$ cat src/rtl/adder_digit_serial.sv
// Digit-serial ripple adder: {cout,sum} = a + b + cin, DIGIT bits per clock, LSB digit first,
// one carry register between digits; the low APPROX_LSB bits may use lower-part-OR approximation.
module adder_digit_serial #(
    parameter int WIDTH      = 16,
    parameter int DIGIT      = 4,
    parameter int APPROX_LSB = 0
) (
    input  logic             clk,
    input  logic             rst,
    input  logic             in_valid,
    output logic             in_ready,
    input  logic [WIDTH-1:0] a,
    input  logic [WIDTH-1:0] b,
    input  logic             cin,
    output logic             out_valid,
    input  logic             out_ready,
    output logic [WIDTH-1:0] sum,
    output logic             cout
);
    localparam int NDIG = WIDTH / DIGIT;
    localparam int CW   = (NDIG > 1) ? $clog2(NDIG) : 1;
    localparam int IW   = (WIDTH > 1) ? $clog2(WIDTH) : 1;
    localparam logic [CW-1:0] LASTCNT = CW'(NDIG - 1);

    typedef enum logic [1:0] {IDLE, RUN, DONE} state_t;

    state_t           state, next_state;
    logic [WIDTH-1:0] opa, opb;
    logic             carry;
    logic [CW-1:0]    cnt;
    logic             accept, last;
    logic [IW-1:0]    base, idx;
    logic [DIGIT-1:0] dsum;
    logic             dcarry, abit, bbit;

    initial begin
        if (WIDTH % DIGIT != 0) $error("WIDTH must be a multiple of DIGIT");
        if (APPROX_LSB > WIDTH) $error("APPROX_LSB must not exceed WIDTH");
    end

    // A new operation may start while the previous result is being handed off.
    assign in_ready  = ~rst & ((state == IDLE) | ((state == DONE) & out_ready));
    assign accept    = in_valid & in_ready;
    assign last      = (cnt == LASTCNT);
    assign out_valid = (state == DONE);

    always_ff @(posedge clk or posedge rst) begin
        if (rst) state <= IDLE;
        else     state <= next_state;
    end

    always_comb begin
        next_state = state;
        unique case (state)
            IDLE:    if (accept) next_state = RUN;
            RUN:     if (last) next_state = DONE;
            DONE: begin
                if (accept)         next_state = RUN;
                else if (out_ready) next_state = IDLE;
            end
            default: next_state = IDLE;
        endcase
    end

    // One digit per cycle; approximate bits OR their operands and only the top one feeds a carry upward.
    always_comb begin
        base   = IW'(int'(cnt) * DIGIT);
        idx    = '0;
        abit   = 1'b0;
        bbit   = 1'b0;
        dsum   = '0;
        dcarry = carry;
        for (int j = 0; j < DIGIT; j++) begin
            idx  = base + IW'(j);
            abit = opa[idx];
            bbit = opb[idx];
            if (int'(idx) < APPROX_LSB) begin
                dsum[j] = abit | bbit;
                dcarry  = (int'(idx) == APPROX_LSB - 1) & abit & bbit;
            end else begin
                dsum[j] = abit ^ bbit ^ dcarry;
                dcarry  = (abit & bbit) | (dcarry & (abit ^ bbit));
            end
        end
    end

    always_ff @(posedge clk or posedge rst) begin
        if (rst) begin
            opa   <= '0;
            opb   <= '0;
            carry <= 1'b0;
            cnt   <= '0;
            sum   <= '0;
            cout  <= 1'b0;
        end else if (accept) begin
            opa   <= a;
            opb   <= b;
            carry <= (APPROX_LSB == 0) ? cin : 1'b0;
            cnt   <= '0;
        end else if (state == RUN) begin
            sum[base +: DIGIT] <= dsum;
            carry <= dcarry;
            cnt   <= last ? '0 : cnt + 1'b1;
            if (last) cout <= dcarry;
        end
    end
endmodule

$ cat config.mk
export PLATFORM = sky130hd
export DESIGN_NAME = adder_digit_serial
export DESIGN_NICKNAME = d
export VERILOG_FILES = /design/src/rtl/adder_digit_serial.sv
export SDC_FILE = /design/constraint.sdc
export NUM_CORES = 1
export LEC_CHECK = 0
export ABC_AREA = 1
export BUFFER_PORTS_ARGS = -buffer_cell sky130_fd_sc_hd__buf_2
export CORE_MARGIN = 2
export CORE_UTILIZATION = 25
export CTS_BUF_LIST = sky130_fd_sc_hd__clkbuf_16
export CTS_CLUSTER_DIAMETER = 100
export CTS_CLUSTER_SIZE = 25
export DETAILED_ROUTE_END_ITERATION = 8
export PLACE_DENSITY = 0.46
export SLEW_MARGIN = 20
export SYNTH_ARGS = -nofsm -noshare
export SYNTH_HDL_FRONTEND = slang
export SYNTH_SLANG_ARGS = --single-unit
$ cat constraint.sdc
create_clock -name clk -period 4.15 [get_ports clk]
set_clock_uncertainty 0.15 [all_clocks]
set_input_delay 0.415 -clock clk [delete_from_list [all_inputs] [get_ports clk]]
set_output_delay 0.415 -clock clk [all_outputs]
set_load 0.05 [all_outputs]
==> run_results.csv <==
group,metric,value,unit
route,wl,5942,um
die,core_area,10230,um^2
sta,rsz0062_at_grt,"no",
route,vias_per_cell,4.156,
clocking,cts_tree,"yes",
cells_and_area,area.growth.synth_to_final,21.64,%
min_path,hp-class,"in2async",
synthesis,synth_compound_area_frac,0.1128,
grt,grt_max_degree,69,
critical_path,worst-path-stages,13,
critical_path,critPathArrivalTime,3.15,ns
sta,finalCriticalPeriod,3.128,ns
die,dieWidth,106.3,um
route,antenna_left,0,
synthesis,synth_seq_cells,54,
sta,finalHoldViolCount,0,
synthesis,ys_async_sr_fraction,1.000,
synthesis,synth.distinct_cells,20,
grt,grt_pass1_wl,10290,um
placed_design,placedCellCount,504,
cells_and_area,diodes,0,
critical_path,crit_path_max_fanout,20,
critical_path,cp_num_buf_inv,3,
die,ioPinCount,56,
cells_and_area,layout-drive-gt1-share,0.1862,
synthesis,synthMuxAreaShare,0,
power_and_ir_drop,p_per_area,839.9,nW/um^2
synthesis,synth-simple-area-share,0.2174,
critical_path,critPathLaunchType,"flip-flop",
clocking,htree_levels,2,
placed_design,dp_hpwl,4407,um
synthesis,yosysTopAreaCell,"dfrtp_1",
status,status,"complete, no violations",
route,drt_iter0_drc,92,
route,drtPass1Iterations,6,
grt,grt.total_usage,0.1144,
critical_path,cp_common_cell,"fa_1",
sta,maxSlewHeadroom,0.5388,
critical_path,cp_slowest_cell,"inv_1",
clocking,root_buffer,"clkbuf_16",
synthesis,synthCells,321,
critical_path,cpPeakStageDelay,0.43,ns
synthesis,synth_area_per_cell,8.158,um^2
clocking,cts_resized,0,
sta,finalSetupViolCount,0,
critical_path,r2r-start,"cnt[0]",
critical_path,worstPathCellList,"inv_1, nand2_1, nand3_1, nand2_1, fa_1, fa_1, inv_1, fa_1, fa_1, inv_1, nor2_1, nand2_1, o21ai_0",
sta,period_share,0.7538,
sta,fin_hold_ws,0.1705,ns
synthesis,syn-cell-area,2619,um^2
placed_design,gp_congestion,0.7942,
critical_path,critical-path-top-delay-family,"adder cells",
synthesis,synth_area_leaders,"dfrtp_1 52%, nand2_1 13%, o21ai_0 7.1%",
synthesis,synth_warnings,0,
critical_path,worstSetupEndpointType,"flip-flop",
synthesis,yosysSeqAreaShare,0.5160,
die,floorplan.initialDensity,0.2560,
synthesis,synthTopCellsByCount,"93 x nand2_1, 54 x dfrtp_1, 47 x inv_1",
grt,grt_pass1_vias,2169,
synthesis,synth_top_cell_area_share,0.5160,
critical_path,r2r_end,"sum[15]",
critical_path,rr_worst_depth,13,
clocking,clock_path_buffers,2,
clocking,postCtsSetupBuffers,0,
synthesis,synth_xor_area_frac,0,
clocking,clock_latency,0.29,ns
cells_and_area,fill_cells,1132,
sta,tightest_slew,0.6918,ns
route,drc_errors,0,
grt,antenna_found_initial,0,
power_and_ir_drop,totalPowerFinal,2.676,mW
sta,final.setup.tns,0,ns
synthesis,synth_top_family_by_area,"simple AND/OR/NAND/NOR gates",
power_and_ir_drop,leakage,1.716,nW
clocking,hold_buffers,0,
critical_path,rrSetupSlack,1.02,ns
die,dieArea,11310,um^2
run,drv_cap,0,
die,die_y,106.3,um
route,wire_per_inst,11.61,um
synthesis,synth_edf_count,0,
synthesis,syn_nets,368,
sta,drv_slew,0,
critical_path,crit_type,"reg2reg",
grt,overflow,0,
critical_path,cp-endpoint,"sum[15]",
sta,fmax,0.3197,GHz
critical_path,crit_start,"cnt[0]",
power_and_ir_drop,max-vdd-ir-drop,0.3397,mV
synthesis,ys.flop_type,"dfrtp_1",
route,num_vias,2128,
synthesis,synth_most_common_cell,"nand2_1",
synthesis,synthAdderAreaFrac,0.05925,
clocking,cts_buffers,5,
critical_path,required,4.17,ns
cells_and_area,final_cell_count_no_fill,512,
die,rows,37,
cells_and_area,final_nets,422,
clocking,path_clk_slew,0.07,ns
clocking,cts_sinks,54,
placed_design,io_buffers,55,
## per-layer routing
metal  GRT usage  part of all wire
met2      0.1809              0.47
met5           0                 0
met4     0.04511             0.014
met1      0.1535              0.49
met3     0.02269             0.035
## sequential cells by signal, summed over array words and instances, names as in the netlist
| register | flops |
|---|---|
| carry | 1 |
| cnt | 2 |
| cout | 1 |
| opa | 16 |
| opb | 16 |
| state | 2 |
| sum | 16 |
## power breakdown
part / leakage (nW) / internal [mW] / switching (mW)
combinational: 0.942 / 0.416 / 0.880
sequential: 0.692 / 0.760 / 0.150
clock: 0.0812 / 0.283 / 0.186
total: 1.72 / 1.46 / 1.22
## tightest hold or removal path, stage by stage
cell and delay (ns):
buf_2 0.11, inv_2 0.04, buf_4 0.54
## through the flow
stage	worst slack (ns)	util	cell area, um^2
after global placement	1.142	0.2951	3019
after detailed placement	1.068	0.2951	3019
after floorplan	1.234	-	2619
after CTS	1.023	0.3114	3186
final	1.022	0.3114	3186
after global routing	0.7776	0.3114	3186
## logic make-up (layout without fill, tap and decap cells)
kind of cell / count (synthesis) / count (layout)
buf+inv: 59 / 114
simple gates: 139 / 139
fa+ha+maj: 10 / 10
compound gates: 59 / 59
flops: 54 / 54
## cells in the final DEF (no fill, tap or decap)
cell type	n
and2_1	1
buf_2	55
buf_4	3
bufinv_16	1
clkbuf_16	5
clkinvlp_4	1
dfrtp_1	54
fa_1	4
ha_1	6
inv_1	47
inv_2	2
nand2_1	93
nand3_1	18
nand3_2	1
nand3b_1	1
nand4_1	1
nor2_1	22
nor2_2	1
nor2_4	1
o21ai_0	37
o21ai_1	22
## area by class of cell
type,instances,area (um^2),area share
clock buffers,5,125.1,0.03928
clock inverters,3,41.29,0.01296
inverters,48,180.2,0.05656
multi-input cells,208,1020,0.3201
flip-flops and latches,54,1351,0.4242
well taps,136,170.2,0.05342
repair buffers,58,297.8,0.09348
## worst min-delay path by stage
| stage | from | to | slack (ns) | cells after the start |
|---|---|---|---|---|
| final | rst | opb[0] | 0.17 | 3 |
| after global routing | b[7] | opb[7] | 0.21 | 3 |
| after CTS | a[11] | opa[11] | 0.19 | 3 |
| after detailed placement | sum[10] | sum[10] | 0.32 | 2 |
| after global placement | sum[9] | sum[9] | 0.32 | 2 |
| after floorplan | opa[6] | opa[6] | 0.30 | 2 |
(Power assumes the default switching activity.)
